[config.mk]
export PLATFORM = sky130hd
export DESIGN_NAME = image_scan_reader
export DESIGN_NICKNAME = d
export VERILOG_FILES = /design/src/rtl/image_scan_reader.sv
export SDC_FILE = /design/constraint.sdc
export NUM_CORES = 1
export LEC_CHECK = 0
export CORE_UTILIZATION = 53
export CTS_CLUSTER_SIZE = 25
export DETAILED_ROUTE_END_ITERATION = 6
export GPL_ROUTABILITY_DRIVEN = 1
export PLACE_DENSITY = 0.81
export SLEW_MARGIN = 25
export SYNTH_ARGS = -nofsm -noshare
export SYNTH_HDL_FRONTEND = slang
export SYNTH_SLANG_ARGS = --single-unit
export TNS_END_PERCENT = 100
[constraint.sdc]
create_clock -name clk_in -period 2.5 [get_ports clk_in]
set_input_delay 0.375 -clock clk_in [delete_from_list [all_inputs] [get_ports clk_in]]
set_output_delay 0.375 -clock clk_in [all_outputs]
set_load 0.005 [all_outputs]
[src/rtl/image_scan_reader.sv]
// Raster-order BRAM scanner: walks the source image after a start pulse and streams
// each pixel with its (x, y) coordinates, aligned to the BRAM read latency.
module image_scan_reader #(
  parameter int BIT_DEPTH    = 8,
  parameter int WIDTH        = 64,
  parameter int HEIGHT       = 64,
  parameter int BRAM_LATENCY = 2,
  localparam int ADDR_W      = (WIDTH * HEIGHT > 1) ? $clog2(WIDTH * HEIGHT) : 1
) (
  input  logic                 clk_in,
  input  logic                 rst_in,
  input  logic                 start_in,
  output logic [ADDR_W-1:0]    bram_addr_out,
  input  logic [BIT_DEPTH-1:0] bram_data_in,
  output logic [BIT_DEPTH-1:0] data_out,
  output logic [7:0]           data_x_out,
  output logic [7:0]           data_y_out,
  output logic                 data_valid_out,
  output logic                 busy_out,
  output logic                 done_out,
  output logic                 error_out
);

  typedef enum logic [1:0] {
    IDLE  = 2'd0,
    READ  = 2'd1,
    DRAIN = 2'd2,
    DONE  = 2'd3
  } state_t;

  localparam logic [ADDR_W-1:0] ADDR_LAST  = ADDR_W'(WIDTH * HEIGHT - 1);
  localparam logic [7:0]        X_LAST     = 8'(WIDTH - 1);
  localparam logic [1:0]        DRAIN_LAST = 2'(BRAM_LATENCY - 1);

  state_t            state_q, state_d;
  logic [ADDR_W-1:0] addr_q, addr_d;
  logic [7:0]        x_q, x_d;
  logic [7:0]        y_q, y_d;
  logic [1:0]        drain_q, drain_d;
  logic              error_q, error_d;
  logic              busy_q, busy_d;
  logic              done_q, done_d;

  logic [7:0]        x_push_s;
  logic [7:0]        y_push_s;
  logic              vld_push_s;
  logic [7:0]        x_pipe_q   [BRAM_LATENCY];
  logic [7:0]        y_pipe_q   [BRAM_LATENCY];
  logic              vld_pipe_q [BRAM_LATENCY];

  // Scan sequencing: next state, address/coordinate counters and status flags
  always_comb begin
    state_d = state_q;
    addr_d  = addr_q;
    x_d     = x_q;
    y_d     = y_q;
    drain_d = drain_q;
    error_d = 1'b0;
    case (state_q)
      IDLE, DONE: begin
        if (start_in) begin
          state_d = READ;
          addr_d  = {ADDR_W{1'b0}};
          x_d     = 8'd0;
          y_d     = 8'd0;
        end else begin
          state_d = IDLE;
        end
      end
      READ: begin
        error_d = start_in;
        if (addr_q == ADDR_LAST) begin
          state_d = DRAIN;
          drain_d = 2'd0;
        end else begin
          addr_d = addr_q + ADDR_W'(1);
          if (x_q == X_LAST) begin
            x_d = 8'd0;
            y_d = y_q + 8'd1;
          end else begin
            x_d = x_q + 8'd1;
          end
        end
      end
      DRAIN: begin
        error_d = start_in;
        if (drain_q == DRAIN_LAST) begin
          state_d = DONE;
        end else begin
          drain_d = drain_q + 2'd1;
        end
      end
      default: begin
        state_d = IDLE;
      end
    endcase
    busy_d = (state_d == READ) || (state_d == DRAIN);
    done_d = (state_d == DONE);
  end

  // Only READ cycles carry a real pixel tag; everything else pushes a zero bubble
  always_comb begin
    if (state_q == READ) begin
      x_push_s   = x_q;
      y_push_s   = y_q;
      vld_push_s = 1'b1;
    end else begin
      x_push_s   = 8'd0;
      y_push_s   = 8'd0;
      vld_push_s = 1'b0;
    end
  end

  // Control and status registers
  always_ff @(posedge clk_in or negedge rst_in) begin
    if (!rst_in) begin
      state_q <= IDLE;
      addr_q  <= {ADDR_W{1'b0}};
      x_q     <= 8'd0;
      y_q     <= 8'd0;
      drain_q <= 2'd0;
      error_q <= 1'b0;
      busy_q  <= 1'b0;
      done_q  <= 1'b0;
    end else begin
      state_q <= state_d;
      addr_q  <= addr_d;
      x_q     <= x_d;
      y_q     <= y_d;
      drain_q <= drain_d;
      error_q <= error_d;
      busy_q  <= busy_d;
      done_q  <= done_d;
    end
  end

  // Coordinate/valid delay line matching the BRAM read latency
  always_ff @(posedge clk_in or negedge rst_in) begin
    if (!rst_in) begin
      for (int i = 0; i < BRAM_LATENCY; i++) begin
        x_pipe_q[i]   <= 8'd0;
        y_pipe_q[i]   <= 8'd0;
        vld_pipe_q[i] <= 1'b0;
      end
    end else begin
      x_pipe_q[0]   <= x_push_s;
      y_pipe_q[0]   <= y_push_s;
      vld_pipe_q[0] <= vld_push_s;
      for (int i = 1; i < BRAM_LATENCY; i++) begin
        x_pipe_q[i]   <= x_pipe_q[i-1];
        y_pipe_q[i]   <= y_pipe_q[i-1];
        vld_pipe_q[i] <= vld_pipe_q[i-1];
      end
    end
  end

  assign bram_addr_out  = addr_q;
  assign data_out       = bram_data_in;
  assign data_x_out     = x_pipe_q[BRAM_LATENCY-1];
  assign data_y_out     = y_pipe_q[BRAM_LATENCY-1];
  assign data_valid_out = vld_pipe_q[BRAM_LATENCY-1];
  assign busy_out       = busy_q;
  assign done_out       = done_q;
  assign error_out      = error_q;

endmodule

==> metrics.yaml, run 1 <==
synthesis:
  synth_edf_count: 0
  synth_most_common_cell: "dfrtp_1"
  synth_top_flop_cell: "dfrtp_1"
  syn_avg_cell_area_um2: 11.3
  yosys-top-cells-count: "dfrtp_1 (69), buf_4 (26), nand2_1 (24)"
  seq_area_frac_synth_pct: 56.0
  syn-cell-area_mm2: 0.00308
  syn_nets: 291
  synth.distinct_cells: 45
  synth_top_area_cell: "dfrtp_1"
  synthDominantCellAreaShare_pct: 56.0
  synth_area_leaders: "dfrtp_1 (56%), buf_4 (6.3%), ha_1 (3.2%)"
  synthArstFlopShare_pct: 100
  ys_seq_elements: 69
  yosys_warnings: 0
  synthCells: 272
placement:
  hpwlAfterDp_um: 3450
  gp_congestion: 0.840
  portBuffers: 34
worst_setup_path:
  crit_slowest_cell: "dfrtp_1"
  crit_family: "simple AND/OR/NAND/NOR gates"
  start_kind: "flip-flop"
  path_cells: "ha_1, nand3_4, nor4_4, a211o_1, buf_4, nor4b_1, a221o_1"
  cp_slowest_stage_delay_ns: 0.42
  critPathBufInv: 1
  crit_path_max_fanout: 11
  crit_type: "flip-flop to flip-flop"
  rrSetupSlack_ns: 0.36
  worst_ep_arrival_time_ns: 2.35
  cp.required_ns: 2.72
  cp-end-kind: "flip-flop"
grt:
  grt_pass1_wl_um: 8760
  grt_max_degree: 34
  grt.total_usage_pct: 18.7
  antenna_found_initial: 0
  overflow: 0
  grt_pass1_vias: 1948
layout:
  final_util_pct: 63.9
  fin_nets: 309
  multi_input_area_mm2: 0.00109
  drive_gt1_share_pct: 10.5
  sequential_cell_area_mm2: 0.00173
  area.growth.synth_to_final_pct: 15.5
  n_antenna_cell: 0
  fill_cells: 438
power:
  p_total_mw: 2.18
  leakage_nw: 1.54
  pwr_density_cell_mw_per_mm2: 612
  swShare_pct: 20.1
  p_comb_share_pct: 1.4
  max-vdd-ir-drop_uv: 443
  switching_power_uw: 438
  p_int_mw: 1.74
  power.share.sequential_pct: 51.2
  clkPwrFrac_pct: 47.4
sta:
  rsz0062_at_grt: "no"
  clock-skew-final_ns: 0.00722
  fin_crit_sh_pct: 85.4
  finalHoldViolations: 0
  fin_crit_ns: 2.14
  tightest_slew_ns: 0.710
  final-max-slew-violation-count: 0
  setup_viol: 0
  fin_tns_setup_ns: 0
  slew_headroom_pct: 52.6
  fmax_mhz: 468
clock_tree:
  clock-sinks: 69
  h-tree-depth: 3
  cts_tree: "done"
  clockBufferDepth: 2
  postCtsHoldBufs: 0
  cts_root_buffer: "clkbuf_8"
  cts_buffers: 9
  clk_latency_ns: 0.34
  postCtsSetupRepairBufs: 0
  cts_resized: 0
  path_clk_slew_ns: 0.07
die:
  initial_core_util_pct: 55.3
  rows: 27
  die_area_mm2: 0.00613
  core_region_area_mm2: 0.00557
  die-height_um: 78.3
  io_pins: 51
  dieWidth_um: 78.3
drt:
  drtAntennaViolNets: 0
  vias: 2044
  dr.pass1.iters: 4
  drc_errors: 0
  drt-total-wl_um: 5170
  first_iter_violations: 178
  wl_per_cell_um: 14.1
  viasPerCell: 5.57
outcome:
  outcome: "finished clean"
run:
  cap_viol_max_count: 0
hold_path:
  worstHoldPathType: "primary input to async pin"
==> placed cells by master (no fill, tap or decap), types with 2 or more instances in the layout <==
cell	count
a211o_1	2
a21o_1	2
a21oi_1	8
a221o_1	3
a22o_1	7
a31oi_1	7
and2_1	15
and3_1	3
buf_4	5
bufinv_16	2
clkbuf_8	11
clkdlybuf4s50_1	33
dfrtp_1	69
ha_1	8
inv_1	9
nand2_1	24
nand3_1	14
nand3_4	2
nand4_1	5
nand4b_1	3
nor2_1	8
nor2b_1	3
nor3_1	5
nor4b_1	3
o211ai_1	2
o21ai_0	6
o21ai_1	5
o31ai_1	6
or3_1	2
or4b_1	2
xnor2_1	2
==> per-layer routing <==
metal  GRT usage [%]  vias up  part of all wire [%]  routed length, um
met5               0        -                     0                  0
met2            28.6       58                    46               2400
met4            8.33        0                   1.6                 83
met3            6.74       10                   5.4                280
li1                -      983                     -                  -
met1            23.9      993                    47               2410
==> through the flow <==
stage | cell area [um^2] | cells | hold slack (ns) | setup slack (ns)
6_report | 3560 | 367 | 0.0836 | 0.364
5_1_grt | 3560 | 367 | 0.133 | 0.232
2_1_floorplan | 3080 | 272 | 0.0794 | 0.536
4_1_cts | 3560 | 367 | 0.101 | 0.356
3_5_place_dp | 3330 | 351 | 0.335 | 0.392
3_3_place_gp | 3330 | 351 | 0.332 | 0.449
==> final cells by class <==
type,instances,share of cell area (%)
inverter,9,0.948
tap,72,2.53
sequential,69,48.5
multi-input combinational,161,30.5
timing repair buffer,40,11.0
clock buffer,11,4.25
clock inverter,5,2.28
==> worst register-to-register path, stage by stage (launching register included) <==
cell	delay, ns
dfrtp_1	0.42
ha_1	0.27
nand3_4	0.16
nor4_4	0.39
a211o_1	0.22
buf_4	0.18
nor4b_1	0.07
a221o_1	0.28
==> path summary, 6_finish.rpt <==
path,from,to,cells past startpoint
worst max-delay path,bram_addr_out[0],y_q[3],7
min in group clk_in,x_pipe_q[13],data_x_out[5],0
worst max register to register,bram_addr_out[0],y_q[3],7
max in group asynchronous,rst_in,y_q[1],2
worst min-delay path,rst_in,data_x_out[7],1
worst min register to register,x_pipe_q[13],data_x_out[5],0
==> power groups by stage <==
stage                     registers [mW]  clock network [mW]  logic (mW)
after global routing                1.12                1.11      0.0360
after floorplan                     1.14                   0      0.0109
after CTS                           1.12                1.05      0.0327
final                               1.12                1.03      0.0304
after global placement              1.14                   0      0.0320
after detailed placement            1.14                   0      0.0328
==> state kept, by name, summed over array words and instances, names as in the netlist <==
name and count:
x_q 8, y_q 8, drain_q 2, data_valid_out 1, busy_out 1, vld_pipe_q 1, done_out 1, error_out 1
y_pipe_q 8, bram_addr_out 12, data_x_out 8, state_q 2, data_y_out 8, x_pipe_q 8
==> kinds of logic after synthesis <==
logic type                 count (synthesis)  share of synthesized area (%)
xor gates and xnor gates                   3                          0.852
buffers and inverters                     42                           8.80
AOI/OAI and AO/OA                         52                           12.1
adders and majority gates                  8                           3.25
DFF                                       69                           56.0
and+or+nand+nor                           98                           19.0
(Power assumes the default switching activity.)
==> run 2, diff against run 1 <==
--- a/config.mk
+++ b/config.mk
@@ -5,6 +5,7 @@
 export SDC_FILE = /design/constraint.sdc
 export NUM_CORES = 1
 export LEC_CHECK = 0
+export CORE_MARGIN = 5
 export CORE_UTILIZATION = 53
 export CTS_CLUSTER_SIZE = 25
 export DETAILED_ROUTE_END_ITERATION = 6
@@ -14,4 +15,3 @@
 export SYNTH_ARGS = -nofsm -noshare
 export SYNTH_HDL_FRONTEND = slang
 export SYNTH_SLANG_ARGS = --single-unit
-export TNS_END_PERCENT = 100
==> run 2 against run 1 <==
  * Wire length increased by 3.6%
  * Utilization about the same
  * Clock skew grew 0.0043 ns
  * Die area grew 21%
  * Worst hold slack lost 0.054 ns
  * Non-clock buffer count is 1 lower
  * Register-to-register slack worse by 0.02 ns
  * Largest power group unchanged
  * Highest routed layer unchanged
==> metrics.yaml, run 2 (synthesis gave the netlist of run 1 again) <==
grt:
  antenna_found_initial: 0
  grt.total_usage_pct: 16.3
  overflow: 0
  grt_max_degree: 70
  grt_pass1_wl_um: 9650
  grt_pass1_vias: 1995
layout:
  layout_commonest_cell: "dfrtp_1"
  instances_no_fill: 366
  largest_register_ff_count: 12
  fin_nets: 308
  area.growth.synth_to_final_pct: 15.5
  fin_area_mm2: 0.00356
  drive_gt1_share_pct: 9.86
  final_cell_mix: "dfrtp_1 (69), clkdlybuf4s50_1 (33), nand2_1 (24), and2_1 (15), nand3_1 (14)"
  multi_input_area_mm2: 0.00109
  n_antenna_cell: 0
  final_util_pct: 63.9
  fill_cells: 442
  sequential_cell_area_mm2: 0.00173
die:
  initial_core_util_pct: 55.3
  rows: 27
  io_pins: 51
  core_region_area_mm2: 0.00557
  die_area_mm2: 0.00745
  dieWidth_um: 86.3
  die-height_um: 86.3
drt:
  wl_per_cell_um: 14.6
  vias: 2028
  drtAntennaViolNets: 0
  drc_errors: 0
  viasPerCell: 5.54
  dr.pass1.iters: 4
  first_iter_violations: 149
  drt-total-wl_um: 5350
sta:
  setup_viol: 0
  finalHoldViolations: 0
  rsz0062_at_grt: "no"
  clock-skew-final_ns: 0.0115
  slew_headroom_pct: 56.3
  tightest_slew_ns: 0.655
  fin_crit_ns: 2.15
  fin_crit_sh_pct: 86.1
  fin_tns_setup_ns: 0
  fmax_mhz: 465
  holdWs_ns: 0.0295
  fin_ws_ns: 0.348
  final-max-slew-violation-count: 0
clock_tree:
  cts_tree: "done"
  clockBufferDepth: 2
  cts_root_buffer: "clkbuf_8"
  postCtsHoldBufs: 0
  cts_buffers: 9
  clock-sinks: 69
  postCtsSetupRepairBufs: 0
  clk_latency_ns: 0.33
  path_clk_slew_ns: 0.08
  cts_resized: 0
  h-tree-depth: 3
placement:
  dp_worst_setup_slack_ns: 0.401
  hpwlAfterDp_um: 3480
  placed_area_mm2: 0.00332
  dp.cells: 350
  gp_congestion: 0.867
  portBuffers: 34
power:
  max-vdd-ir-drop_uv: 355
  swShare_pct: 19.2
  clkPwrFrac_pct: 48.2
  power.share.sequential_pct: 50.5
  p_total_mw: 2.21
  leakage_nw: 1.53
  pwr_density_cell_mw_per_mm2: 621
  p_comb_share_pct: 1.3
  p_int_mw: 1.79
  switching_power_uw: 426
worst_setup_path:
  crit_path_max_fanout: 11
  crit_cells: 7
  crit_type: "flip-flop to flip-flop"
  crit_slowest_cell: "dfrtp_1"
  cp.required_ns: 2.71
  worst_ep_arrival_time_ns: 2.37
  critPathBufInv: 1
  path_cells: "ha_1, nand3_4, nor4_4, a211o_1, buf_4, nor4b_1, a221o_1"
  crit_family: "simple AND/OR/NAND/NOR gates"
  cp_slowest_stage_delay_ns: 0.44
  r2r_cells: 7
  cp-end-kind: "flip-flop"
  start_kind: "flip-flop"
hold_path:
  worstHoldPathType: "primary input to async pin"
outcome:
  outcome: "finished clean"
run:
  cap_viol_max_count: 0
## run 2: cell types whose count changed in the layout (fill, tap and decap cells not counted), sizes merged
cell,delta
inv,-1
bufinv,+1
buf,-1
clkinv,+1
clkbuf,-1
## run 2: worst paths after layout
check | endpoint | startpoint | slack [ns]
worst max-delay path | y_q[2] | bram_addr_out[0] | 0.35
worst min-delay path | bram_addr_out[5] | rst_in | 0.03
worst max register to register | y_q[2] | bram_addr_out[0] | 0.35
worst min register to register | data_y_out[0] | y_pipe_q[8] | 0.35
max in group asynchronous | data_y_out[0] | rst_in | 2.14
min in group clk_in | data_y_out[0] | y_pipe_q[8] | 0.35
## run 2: final cells by class
cell class,instances,share of cell area [%]
Multi-Input combinational cell,161,30.5
Sequential cell,69,48.5
Inverter,9,0.949
Tap cell,72,2.53
Clock buffer,10,3.58
Clock inverter,6,3.13
Timing Repair Buffer,39,10.8
## run 2: per-layer routing
metal | up-vias | share of wire (%) | track usage, %
li1 | 976 | - | -
met1 | 969 | 46 | 21.7
met2 | 66 | 45 | 23.8
met3 | 17 | 5.6 | 4.18
met4 | 0 | 2.9 | 9.92
met5 | - | 0 | 0
## run 2: power by group through the flow
stage	clock network [mW]	logic, mW	registers [mW]
floorplan	0	0.0109	1.14
global placement	0	0.0305	1.14
detailed placement	0	0.0310	1.14
CTS	1.09	0.0312	1.12
global route	1.15	0.0348	1.12
finish	1.07	0.0291	1.12
## run 2: worst reg2reg max path, delay by kind of cell (launching register included)
kind	cells	cell delay (ns)
compound gates	2	0.51
fa+ha+maj	1	0.29
buf+inv	1	0.19
flops	1	0.44
simple gates	3	0.62
